===== src/rtl/iod_dly_ctrl_pkg.sv =====
// ----------------------------------------------------------------------------
// iod_dly_ctrl_pkg
// Shared types for the IOD dynamic delay-line step sequencer:
//   op_e     - request opcode (load / increment / decrement / illegal)
//   status_e - completion status reported with DONE_VALID
//   state_e  - sequencer FSM states
// ----------------------------------------------------------------------------
package iod_dly_ctrl_pkg;

    typedef enum logic [1:0] {
        OP_LOAD    = 2'b00,
        OP_INC     = 2'b01,
        OP_DEC     = 2'b10,
        OP_ILLEGAL = 2'b11
    } op_e;

    typedef enum logic [1:0] {
        ST_OK      = 2'b00,
        ST_OOR     = 2'b01,
        ST_ILLEGAL = 2'b10
    } status_e;

    typedef enum logic [2:0] {
        S_IDLE,
        S_SETUP,
        S_MOVE,
        S_SETTLE,
        S_LOAD,
        S_DONE
    } state_e;

    // Width of the optional out-of-range completion counter.
    localparam int OOR_CNT_W = 8;

endpackage


===== src/rtl/iod_dly_tap_cnt.sv =====
// ----------------------------------------------------------------------------
// iod_dly_tap_cnt
// Tracked tap value of one IOD delay line. Load restores LOAD_TAP; inc/dec
// move by one tap. Range limits are enforced by the sequencer, not here.
// Ports:
//   clk, srst      - clock, synchronous active-high reset (tap -> LOAD_TAP)
//   load_i         - restore LOAD_TAP (highest priority)
//   inc_i, dec_i   - step up / down by one
//   tap_o          - current tap
// ----------------------------------------------------------------------------
module iod_dly_tap_cnt #(
    parameter int TAP_W    = 8,
    parameter int LOAD_TAP = 1
) (
    input  logic             clk,
    input  logic             srst,
    input  logic             load_i,
    input  logic             inc_i,
    input  logic             dec_i,
    output logic [TAP_W-1:0] tap_o
);

    logic [TAP_W-1:0] tap_q;
    logic [TAP_W-1:0] tap_d;

    always_comb begin
        tap_d = tap_q;
        if (load_i) begin
            tap_d = TAP_W'(LOAD_TAP);
        end else if (inc_i) begin
            tap_d = tap_q + 1'b1;
        end else if (dec_i) begin
            tap_d = tap_q - 1'b1;
        end
    end

    always_ff @(posedge clk) begin
        if (srst) begin
            tap_q <= TAP_W'(LOAD_TAP);
        end else begin
            tap_q <= tap_d;
        end
    end

    assign tap_o = tap_q;

endmodule


===== src/rtl/iod_dly_step_ctrl.sv =====
// ----------------------------------------------------------------------------
// iod_dly_step_ctrl
// Converts load / increment / decrement requests into spaced LOAD, MOVE and
// DIRECTION pulses for one addressed IOD delay lane, tracking tap per lane.
// Optional feature macro: IOD_DLY_OOR_CNT_EN adds OOR_COUNT (saturating count
// of out-of-range completions).
// Ports:
//   FAB_CLK, SYNC_RST         - clock, synchronous active-high reset
//   REQ_VALID/READY/LANE/OP/STEPS - request handshake (accepted in IDLE)
//   DONE_VALID/STATUS/TAPS    - one-cycle completion report
//   BUSY                      - sequencer not idle
//   DELAY_LINE_LOAD/MOVE/DIRECTION - per-lane IOD controls
//   DELAY_LINE_OUT_OF_RANGE   - per-lane IOD range flag
//   TAP_COUNT                 - tracked tap per lane, lane 0 in LSBs
//   OOR_COUNT                 - (IOD_DLY_OOR_CNT_EN only)
// ----------------------------------------------------------------------------
module iod_dly_step_ctrl
    import iod_dly_ctrl_pkg::*;
#(
    parameter int NUM_LANES  = 2,
    parameter int TAP_W      = 8,
    parameter int MAX_TAP    = 255,
    parameter int LOAD_TAP   = 1,
    parameter int SETTLE_CYC = 4,
    localparam int LANE_W    = (NUM_LANES > 1) ? $clog2(NUM_LANES) : 1
) (
    input  logic                       FAB_CLK,
    input  logic                       SYNC_RST,
    input  logic                       REQ_VALID,
    output logic                       REQ_READY,
    input  logic [LANE_W-1:0]          REQ_LANE,
    input  logic [1:0]                 REQ_OP,
    input  logic [TAP_W-1:0]           REQ_STEPS,
    output logic                       DONE_VALID,
    output logic [1:0]                 DONE_STATUS,
    output logic [TAP_W-1:0]           DONE_TAPS,
    output logic                       BUSY,
    output logic [NUM_LANES-1:0]       DELAY_LINE_LOAD,
    output logic [NUM_LANES-1:0]       DELAY_LINE_MOVE,
    output logic [NUM_LANES-1:0]       DELAY_LINE_DIRECTION,
    input  logic [NUM_LANES-1:0]       DELAY_LINE_OUT_OF_RANGE,
`ifdef IOD_DLY_OOR_CNT_EN
    output logic [OOR_CNT_W-1:0]       OOR_COUNT,
`endif
    output logic [NUM_LANES*TAP_W-1:0] TAP_COUNT
);

    localparam int LANE_SPAN = 1 << LANE_W;
    localparam int CNT_W     = $clog2(SETTLE_CYC + 1);

    state_e                state_q;
    logic [LANE_W-1:0]     lane_q;
    op_e                   op_q;
    logic [TAP_W-1:0]      steps_q;
    logic [TAP_W-1:0]      taps_q;
    logic [CNT_W-1:0]      cnt_q;
    logic [NUM_LANES-1:0]  load_q;
    logic [NUM_LANES-1:0]  move_q;
    logic [NUM_LANES-1:0]  dir_q;
    logic                  done_valid_q;
    status_e               status_q;

    logic [LANE_SPAN-1:0]  lane_legal;
    logic [NUM_LANES-1:0]  req_sel;
    logic [NUM_LANES-1:0]  cur_sel;
    logic [NUM_LANES-1:0]  tap_load;
    logic [NUM_LANES-1:0]  tap_inc;
    logic [NUM_LANES-1:0]  tap_dec;
    logic [TAP_W-1:0]      tap_arr [NUM_LANES];
    logic [TAP_W-1:0]      cur_tap;
    logic [TAP_W-1:0]      taps_nxt;
    logic                  oor_cur;
    logic                  settle_last;
    logic                  step_ok;
    logic                  lim_now;
    logic                  lim_next;

    // Lane codes that the port can express but that have no lane behind them
    // are flagged illegal here, so no range compare against NUM_LANES is needed.
    for (genvar gi = 0; gi < LANE_SPAN; gi++) begin : g_legal
        assign lane_legal[gi] = (gi < NUM_LANES) ? 1'b1 : 1'b0;
    end

    for (genvar gi = 0; gi < NUM_LANES; gi++) begin : g_lane
        assign req_sel[gi]  = (REQ_LANE == LANE_W'(gi));
        assign cur_sel[gi]  = (lane_q == LANE_W'(gi));
        assign tap_load[gi] = settle_last && (op_q == OP_LOAD) && cur_sel[gi];
        assign tap_inc[gi]  = step_ok && (op_q == OP_INC) && cur_sel[gi];
        assign tap_dec[gi]  = step_ok && (op_q == OP_DEC) && cur_sel[gi];

        iod_dly_tap_cnt #(
            .TAP_W    (TAP_W),
            .LOAD_TAP (LOAD_TAP)
        ) u_tap_cnt (
            .clk    (FAB_CLK),
            .srst   (SYNC_RST),
            .load_i (tap_load[gi]),
            .inc_i  (tap_inc[gi]),
            .dec_i  (tap_dec[gi]),
            .tap_o  (tap_arr[gi])
        );

        assign TAP_COUNT[gi*TAP_W +: TAP_W] = tap_arr[gi];
    end

    always_comb begin
        cur_tap = '0;
        oor_cur = 1'b0;
        for (int i = 0; i < NUM_LANES; i++) begin
            if (cur_sel[i]) begin
                cur_tap = tap_arr[i];
                oor_cur = DELAY_LINE_OUT_OF_RANGE[i];
            end
        end
    end

    assign settle_last = (state_q == S_SETTLE) && (cnt_q == '0);
    assign step_ok     = settle_last && ((op_q == OP_INC) || (op_q == OP_DEC)) && !oor_cur;
    assign taps_nxt    = taps_q + 1'b1;
    // lim_now: the tap is already at the limit (pre-check before first move).
    // lim_next: the step completing this cycle lands on the limit, so the
    // following step's pre-check would fail; the tap counter only updates on
    // this same edge, hence the look-ahead.
    assign lim_now  = (op_q == OP_INC) ? (cur_tap == TAP_W'(MAX_TAP))
                                       : (cur_tap == '0);
    assign lim_next = (op_q == OP_INC) ? (cur_tap == TAP_W'(MAX_TAP - 1))
                                       : (cur_tap == TAP_W'(1));

    always_ff @(posedge FAB_CLK) begin
        if (SYNC_RST) begin
            state_q      <= S_IDLE;
            lane_q       <= '0;
            op_q         <= OP_LOAD;
            steps_q      <= '0;
            taps_q       <= '0;
            cnt_q        <= '0;
            load_q       <= '0;
            move_q       <= '0;
            dir_q        <= '0;
            done_valid_q <= 1'b0;
            status_q     <= ST_OK;
        end else begin
            case (state_q)
                S_IDLE: begin
                    if (REQ_VALID) begin
                        lane_q  <= REQ_LANE;
                        op_q    <= op_e'(REQ_OP);
                        steps_q <= REQ_STEPS;
                        taps_q  <= '0;
                        if (!lane_legal[REQ_LANE] || (op_e'(REQ_OP) == OP_ILLEGAL)) begin
                            state_q      <= S_DONE;
                            done_valid_q <= 1'b1;
                            status_q     <= ST_ILLEGAL;
                        end else if (op_e'(REQ_OP) == OP_LOAD) begin
                            state_q <= S_LOAD;
                            load_q  <= req_sel;
                        end else begin
                            // Direction set here so it is stable a full cycle
                            // (SETUP) before the first MOVE.
                            state_q <= S_SETUP;
                            for (int i = 0; i < NUM_LANES; i++) begin
                                if (req_sel[i]) begin
                                    dir_q[i] <= (op_e'(REQ_OP) == OP_INC);
                                end
                            end
                        end
                    end
                end
                S_SETUP: begin
                    if (steps_q == '0) begin
                        state_q      <= S_DONE;
                        done_valid_q <= 1'b1;
                        status_q     <= ST_OK;
                    end else if (lim_now) begin
                        state_q      <= S_DONE;
                        done_valid_q <= 1'b1;
                        status_q     <= ST_OOR;
                    end else begin
                        state_q <= S_MOVE;
                        move_q  <= cur_sel;
                    end
                end
                S_MOVE, S_LOAD: begin
                    move_q  <= '0;
                    load_q  <= '0;
                    state_q <= S_SETTLE;
                    cnt_q   <= CNT_W'(SETTLE_CYC - 1);
                end
                S_SETTLE: begin
                    if (cnt_q != '0) begin
                        cnt_q <= cnt_q - 1'b1;
                    end else if (op_q == OP_LOAD) begin
                        state_q      <= S_DONE;
                        done_valid_q <= 1'b1;
                        status_q     <= ST_OK;
                    end else if (oor_cur) begin
                        state_q      <= S_DONE;
                        done_valid_q <= 1'b1;
                        status_q     <= ST_OOR;
                    end else begin
                        taps_q <= taps_nxt;
                        if (taps_nxt == steps_q) begin
                            state_q      <= S_DONE;
                            done_valid_q <= 1'b1;
                            status_q     <= ST_OK;
                        end else if (lim_next) begin
                            state_q      <= S_DONE;
                            done_valid_q <= 1'b1;
                            status_q     <= ST_OOR;
                        end else begin
                            state_q <= S_MOVE;
                            move_q  <= cur_sel;
                        end
                    end
                end
                S_DONE: begin
                    done_valid_q <= 1'b0;
                    state_q      <= S_IDLE;
                end
                default: begin
                    state_q <= S_IDLE;
                end
            endcase
        end
    end

`ifdef IOD_DLY_OOR_CNT_EN
    logic [OOR_CNT_W-1:0] oor_cnt_q;

    // DONE lasts exactly one cycle per completion, so this counts completions.
    always_ff @(posedge FAB_CLK) begin
        if (SYNC_RST) begin
            oor_cnt_q <= '0;
        end else if ((state_q == S_DONE) && (status_q == ST_OOR) && (oor_cnt_q != '1)) begin
            oor_cnt_q <= oor_cnt_q + 1'b1;
        end
    end

    assign OOR_COUNT = oor_cnt_q;
`endif

    assign REQ_READY            = (state_q == S_IDLE);
    assign BUSY                 = (state_q != S_IDLE);
    assign DONE_VALID           = done_valid_q;
    assign DONE_STATUS          = status_q;
    assign DONE_TAPS            = taps_q;
    assign DELAY_LINE_LOAD      = load_q;
    assign DELAY_LINE_MOVE      = move_q;
    assign DELAY_LINE_DIRECTION = dir_q;

endmodule


===== config.mk =====
export PLATFORM = sky130hd
export DESIGN_NAME = iod_dly_step_ctrl
export DESIGN_NICKNAME = d
export VERILOG_FILES = /design/src/rtl/iod_dly_ctrl_pkg.sv /design/src/rtl/iod_dly_tap_cnt.sv /design/src/rtl/iod_dly_step_ctrl.sv
export SDC_FILE = /design/constraint.sdc
export NUM_CORES = 1
export LEC_CHECK = 0
export ABC_AREA = 1
export CAP_MARGIN = 20
export CORE_UTILIZATION = 55
export DETAILED_ROUTE_END_ITERATION = 16
export HOLD_SLACK_MARGIN = 0.05
export PLACE_DENSITY = 0.8
export REMOVE_ABC_BUFFERS = 1
export SLEW_MARGIN = 20
export SYNTH_ARGS = -nofsm -noshare
export SYNTH_HDL_FRONTEND = slang
export SYNTH_HIERARCHICAL = 1
export SYNTH_SLANG_ARGS = --single-unit

===== constraint.sdc =====
create_clock -name FAB_CLK -period 3.02 [get_ports FAB_CLK]
set_input_delay 0.604 -clock FAB_CLK [delete_from_list [all_inputs] [get_ports FAB_CLK]]
set_output_delay 0.604 -clock FAB_CLK [all_outputs]
set_load 0.01 [all_outputs]

; ---- Yosys cells after proc, flatten, opt, wreduce, memory -nomap -nowiden
; Cells that the tools add are included.
[classes]
reduce_logical = 45
mux = 59
bitwise_logic = 4
n_lt_le_gt_ge = 1
n_eq_ne = 27
n_addsub = 6
[ops]
columns = op, count
row1 = two-way mux 8 bit, 9
row2 = two-way mux 2 bit, 19
row3 = two-way mux 3 bit, 11
row4 = adder 8 x 1 -> 8 bit (second input constant), 3
row5 = != test 2 bit (second input constant), 9
row6 = equality test 8 bit (second input constant), 2
row7 = logical NOT 8 bit, 2
row8 = case mux 8 bit (2 select lines), 1
row9 = subtractor 8 x 1 -> 8 bit (second input constant), 2
row10 = AND reduction 5 bit, 3
row11 = two-way mux 1 bit, 13
row12 = logical AND 1 bit, 12
row13 = case mux 2 bit (3 select lines), 2
row14 = case mux 3 bit (4 select lines), 1
row15 = AND reduction 6 bit, 2
row16 = nonzero test 3 bit, 4
row17 = nonzero test 2 bit, 5
row18 = equality test 8 x 1 -> 1 bit (second input constant), 1
row19 = equality test 8 bit, 1
row20 = AND reduction 8 bit, 1
row21 = equality test 3 x 2 -> 1 bit (second input constant), 2
row22 = equality test 3 bit (second input constant), 2
row23 = logical NOT 3 bit, 2
row24 = != test 2 x 1 -> 1 bit (second input constant), 3
row25 = other kinds (18), 30
[word_totals]
in_bits = 16
word_cells = 156
ff_bits = 50
out_inout_bits = 35

; ---- Longest topological paths before layout
; Gate-level depths: netlist of the first run.
[depth]
depth_word = 9
depth_mapped = 18
ltp_nobuf = 18

; ---- Hierarchy
; Netlist of the first run, hierarchy kept.
[by_module_without_submodules]
columns = mod, cells_each, area_per_inst_um2, n_inst, seq_area_each_um2
row1 = iod_dly_step_ctrl, 347, 2184.6, 1, 680.7
row2 = iod_dly_tap_cnt (g_lane[0].u_tap_cnt), 93, 618.1, 1, 160.2
row3 = iod_dly_tap_cnt (g_lane[1].u_tap_cnt), 93, 605.6, 1, 160.2

; ---- Worst setup path after synthesis of the first run
; No wires, ideal clock.
[synth_timing]
kind = register to register
from = register state_q[0]
to = register g_lane[1].u_tap_cnt.tap_q[7]
arrival_ns = 2.307
period_less_slack_ns = 2.422
t_required_ns = 2.905
stages_incl_launch_ff = 17
slack_ns = 0.598
path_buffers = 0
setup_ns = 0.115
cell_sequence = dfxtp_1 -> inv_2 -> nor2_4 -> inv_2 -> nor2_8 -> nand3_1 -> nor2_1 -> nand2_1 -> nor2_1 -> clkinv_2 -> ha_1 -> nand2_1 -> inv_1 -> a21oi_1 -> nand3_1 -> a21oi_1 -> nor2_1
[synth_between]
elab_chain_cells = 7
elab_cells_between_ends = 13
cone_classes = eq/ne: 1 / mux: 1 / reduce/logical: 11
[synth_lines]
columns = item, line_no
row1 = start: declaration, iod_dly_step_ctrl.sv:51  ; state_e state_q;
row2 = start signal: assignment, iod_dly_step_ctrl.sv:131  ; state_q <= S_IDLE;
row3 = start signal: assignment, iod_dly_step_ctrl.sv:151  ; state_q <= S_DONE;
row4 = start signal: assignment, iod_dly_step_ctrl.sv:155  ; state_q <= S_LOAD;
row5 = equality test 3 x 2 -> 1 bit *, iod_dly_step_ctrl.sv:117  ; assign settle_last = (state_q == S_SETTLE) && (cnt_q == '0);
row6 = logical AND 1 bit *, iod_dly_step_ctrl.sv:117
row7 = logical AND 1 bit * (2 in series), iod_dly_step_ctrl.sv:118  ; assign step_ok = settle_last && ((op_q == OP_INC) || (op_q == OP_DEC)) && !oor_cur;
row8 = logical AND 1 bit * (2 in series), iod_dly_step_ctrl.sv:88  ; assign tap_inc[gi] = step_ok && (op_q == OP_INC) && cur_sel[gi];
row9 = named net tap_inc[1], iod_dly_step_ctrl.sv:67  ; logic [NUM_LANES-1:0] tap_inc;
row10 = two-way mux 8 bit or nonzero test 2 bit (tied branches), -
row11 = end signal: assignment, iod_dly_tap_cnt.sv:39  ; tap_q <= TAP_W'(LOAD_TAP);
row12 = end signal: assignment, iod_dly_tap_cnt.sv:41  ; tap_q <= tap_d;
row13 = end: declaration, iod_dly_tap_cnt.sv:23  ; logic [TAP_W-1:0] tap_q;
; The timed path passes the listed nets; every way through them passes the cells marked *.
; A chain may end at the register's enable or synchronous reset.

; ---- Worst setup path after layout of the first run
; Same ends and word-level chain as after synthesis.

==> run_results.csv, run 1 <==
group,metric,value,unit
cells_and_area,layout_area_overhead,21.2,%
global_route,antenna_found_initial,0,
worst_setup_path,timing.critical_path.slowest_cell_delay,0.46,ns
global_route,first_pass_grt_wire_length,12.6,mm
logic_synthesis,cell_accounting_for_the_most_synthesized_area,"sky130_fd_sc_hd__dfxtp_1",
cts,cts-hold-fix-buffers,0,
cells_and_area,final_cell_mix,"sky130_fd_sc_hd__nand2_1 (136), sky130_fd_sc_hd__inv_1 (76), sky130_fd_sc_hd__nor2_1 (59), sky130_fd_sc_hd__dfxtp_1 (50), sky130_fd_sc_hd__clkdlybuf4s50_1 (50)",
power_and_ir_drop,power.static_leakage,1.94,nW
cts,cts_max_level,2,
cts,clkSlewWorstSetupHoldPaths,0.10,ns
worst_setup_path,worstSetupStartpointType,"register",
sta,fin_ws,0.254,ns
worst_setup_path,cp_data_arrival_time,2.97,ns
power_and_ir_drop,netSwitchingPower,957,µW
global_route,global_route.usage.met3,4.09,%
sta,setup_repair_after_global_routing_missed_its_margin,"false",
global_route,first_global_vias,2900,
placement,placed_area,4000,µm²
logic_synthesis,yosysSeqAreaShare,29.4,%
detailed_routing,route.detailed.wl_per_inst,11.8,µm
die,initial_core_utilization,57.2,%
cts,clock_tree.buffer_depth,2,
worst_setup_path,cpMaxStageDelayCell,"sky130_fd_sc_hd__dfxtp_1",
power_and_ir_drop,peakVddDrop,0.000471,V
global_route,grt_most_used_layer,"met2",
worst_setup_path,worst_setup_path_startpoint,"state_q[0]$_SDFFE_PP0P_",
power_and_ir_drop,power.clock.fraction,21.1,%
placement,place.gp.congestion,0.953,
detailed_routing,initialDrtViolationCount,131,
detailed_routing,detailedRoute.firstPassIterationCount,5,
worst_setup_path,worstSetupEndpoint,"g_lane[1].u_tap_cnt/tap_o[7]$_SDFFE_PP0P_",
worst_setup_path,reg2reg_to,"g_lane[1].u_tap_cnt/tap_o[7]$_SDFFE_PP0P_",
placement,instance_count_after_placement_with_tap_cells_included,655,
cts,cts_root_buf,"sky130_fd_sc_hd__clkbuf_8",
detailed_routing,routed_wirelength,7.83,mm
power_and_ir_drop,total_power,2.43,mW
cts,worst_skew_pair.late_latency,0.31,ns
detailed_routing,drcViolationCount,0,
global_route,grt_overflow,0,
global_route,grt_max_degree,18,
power_and_ir_drop,power-per-cell-area,588,nW/µm²
sta,final.setup.tns,0,ns
placement,dpl_worst_slack,0.0649,ns
die,dieHeight,80.7,µm
sta,achievable-frequency,0.362,GHz
global_route,grt_util_met2,42.7,%
worst_setup_path,crit_cells,16,
cells_and_area,layout_commonest_cell,"sky130_fd_sc_hd__nand2_1",
logic_synthesis,synthTopCellsByArea,"sky130_fd_sc_hd__dfxtp_1 (29%), sky130_fd_sc_hd__nand2_1 (15%), sky130_fd_sc_hd__inv_1 (8.4%), sky130_fd_sc_hd__ha_1 (7.7%), sky130_fd_sc_hd__a21oi_1 (7.2%)",
die,core_area,5960,µm²
cts,tritoncts.num_buffers,5,
cells_and_area,antennaDiodeCount,0,
cells_and_area,stdcell_count,663,
worst_setup_path,criticalPathCategory,"reg2reg",
logic_synthesis,synthCells,533,
worst_setup_path,worst-endpoint-required,3.22,ns
worst_setup_path,critical-path-top-delay-family,"simple AND/OR/NAND/NOR gates",
global_route,grt_util_all_layers,24.6,%
power_and_ir_drop,switching_share,39.4,%
sta,fin_hold_ws,0.453,ns
cells_and_area,design_area,4130,µm²
sta,setup_viol,0,
worst_setup_path,timing.critical_path.cells,"inv_2 -> nor2_4 -> inv_2 -> nor2_8 -> nand3_1 -> nor2_1 -> nand2_1 -> nor2_1 -> bufinv_8 -> ha_1 -> nand2_1 -> nand2_1 -> a21oi_1 -> nand3_1 -> a21oi_1 -> nor2_1",
worst_setup_path,crit_fanout,9,
die,placement_rows,28,
cells_and_area,num-nets-final,626,
die,floorplan.die_area,6520,µm²
worst_setup_path,worstReg2RegStart,"state_q[0]$_SDFFE_PP0P_",
sta,finalCriticalPeriod,2.77,ns
flow_run,max_cap_viol_count,0,
logic_synthesis,ys_warns,6,
die,dieWidth,80.7,µm
detailed_routing,via_count,3442,
global_route,groute.layer.met1.usage,31.5,%
logic_synthesis,synth_cell_type_count,36,
logic_synthesis,ys_ff_latch,50,
cts,cts_tree,"done",
sta,timing_max_transition_violations_final,0,
die,ioPinCount,51,
sta,timing.slew.headroom,68.4,%
logic_synthesis,netlist_area,3410,µm²
cts,tritoncts_num_sinks,50,
logic_synthesis,syn-mean-instance-area,6.39,µm²
outcome,status,"finished clean",
power_and_ir_drop,p_int,1.47,mW
logic_synthesis,yosys.area.top_type_share,29.4,%
worst_setup_path,timing.reg2reg.worst_path_depth,16,
cells_and_area,drive_gt1_share,6.97,%
worst_setup_path,timing.reg2reg.setup_slack,0.25,ns
worst_setup_path,worst_setup_path_end_kind,"register",
sta,fin_crit_sh,91.6,%
power_and_ir_drop,pwr-share-comb,44.0,%
sta,fin_skew,0.0118,ns
placement,hpwl,6.02,mm
detailed_routing,detail-route-antenna-nets,0,
detailed_routing,vias_per_cell,5.19,
worst_setup_path,critical_path_buf_inv_count,3,
sta,final-hold-violation-count,0,
sta,worstMarginPinSlew,0.474,ns
worst_hold_path,holdCritPathClass,"reg2reg",
cells_and_area,final_core_utilization,69.4,%
placement,port_buffers,50,
power_and_ir_drop,power_frac_seq,34.9,%
==> worst min path at each step <==
| stage | end | from | depth (start not counted) | slack [ns] |
|---|---|---|---|---|
| CTS | DONE_VALID$_SDFFE_PP0P_ | DONE_VALID$_SDFFE_PP0P_ | 2 | 0.46 |
| global route | DELAY_LINE_LOAD[1]$_SDFFE_PP0P_ | DELAY_LINE_LOAD[1]$_SDFFE_PP0P_ | 2 | 0.48 |
| finish | DONE_VALID$_SDFFE_PP0P_ | DONE_VALID$_SDFFE_PP0P_ | 2 | 0.45 |
| detailed placement | DONE_VALID$_SDFFE_PP0P_ | DONE_VALID$_SDFFE_PP0P_ | 2 | 0.44 |
| global placement | DONE_VALID$_SDFFE_PP0P_ | DONE_VALID$_SDFFE_PP0P_ | 2 | 0.44 |
| floorplan | cnt_q[2]$_SDFFE_PP0P_ | cnt_q[2]$_SDFFE_PP0P_ | 2 | 0.43 |
==> cell families (layout without fill, tap and decap cells) <==
group | Yosys count | after routing | share of synthesized area (%)
xor gates and xnor gates | 5 | 5 | 1.28
and+or+nand+nor | 275 | 275 | 35.4
adders and majority gates | 23 | 23 | 8.88
AOI/OAI and AO/OA | 85 | 85 | 13.8
buffers and inverters | 95 | 150 | 11.3
DFF | 50 | 50 | 29.4
==> metal layers <==
metal | share of wire [%] | vias to the layer above
met5 | 0 | -
met4 | 1.0 | 0
met3 | 3.3 | 12
met2 | 48 | 63
met1 | 48 | 1555
li1 | - | 1812
==> worst reg2reg max path, stage by stage (launching register included) <==
cell,delay [ns]
sky130_fd_sc_hd__dfxtp_1,0.46
sky130_fd_sc_hd__inv_2,0.09
sky130_fd_sc_hd__nor2_4,0.12
sky130_fd_sc_hd__inv_2,0.08
sky130_fd_sc_hd__nor2_8,0.15
sky130_fd_sc_hd__nand3_1,0.09
sky130_fd_sc_hd__nor2_1,0.13
sky130_fd_sc_hd__nand2_1,0.10
sky130_fd_sc_hd__nor2_1,0.21
sky130_fd_sc_hd__bufinv_8,0.25
sky130_fd_sc_hd__ha_1,0.36
sky130_fd_sc_hd__nand2_1,0.08
sky130_fd_sc_hd__nand2_1,0.06
sky130_fd_sc_hd__a21oi_1,0.16
sky130_fd_sc_hd__nand3_1,0.11
sky130_fd_sc_hd__a21oi_1,0.16
sky130_fd_sc_hd__nor2_1,0.06
==> timing repair <==
action	CTS	global route
gates resized for setup	0	1
setup endpoints to repair	0	1
buffers inserted	0	0
==> Yosys cell counts (all sizes together) <==
master,count
nand2,141
inv,83
nor2,68
a21oi,51
dfxtp,50
nand3,49
o21ai,29
ha,21
nand4,6
clkbuf,5
nor3,5
xnor2,5
buf,3
clkinv,3
nand3b,3
fa,2
o211ai,2
or2,2
a21boi,1
a221oi,1
bufinv,1
nor4,1
o21bai,1
==> sequential cells by signal, summed over array words and instances (netlist names) <==
signal / count
g_lane.u_tap_cnt/tap_o: 16
DONE_TAPS: 8
steps_q: 8
cnt_q: 3
state_q: 3
DELAY_LINE_DIRECTION: 2
DELAY_LINE_LOAD: 2
DELAY_LINE_MOVE: 2
DONE_STATUS: 2
op_q: 2
DONE_VALID: 1
lane_q: 1
==> power by group through the flow <==
stage	Sequential, mW	Clock [mW]	Combinational [mW]
detailed placement	0.862	0	1.06
floorplan	0.875	0	0.721
CTS	0.847	0.524	1.07
global placement	0.860	0	1.03
finish	0.848	0.513	1.07
global route	0.860	0.550	1.19
==> area by class of cell <==
cell class              instances  area, µm²
multi-input cells             388       2020
clock buffers                   6       82.6
clock inverters                 2       38.8
repair buffers                 55        538
flip-flops and latches         50       1000
fillers                       535       1820
inverters                      87        354
well taps                      75       93.8
Note: power is estimated with default switching activity, not from simulation.
==> inputs of run 2 (changes only) <==
SKIP_LAST_GASP = 1   (was default)
==> results of run 2 <==
No change in the layout: final DEF, timing and power equal those of run 1.
==> inputs of run 3 (changes only) <==
SKIP_CTS_REPAIR_TIMING = 1   (was default)
==> results of run 3 <==
No change in the layout: final DEF, timing and power equal those of run 1.
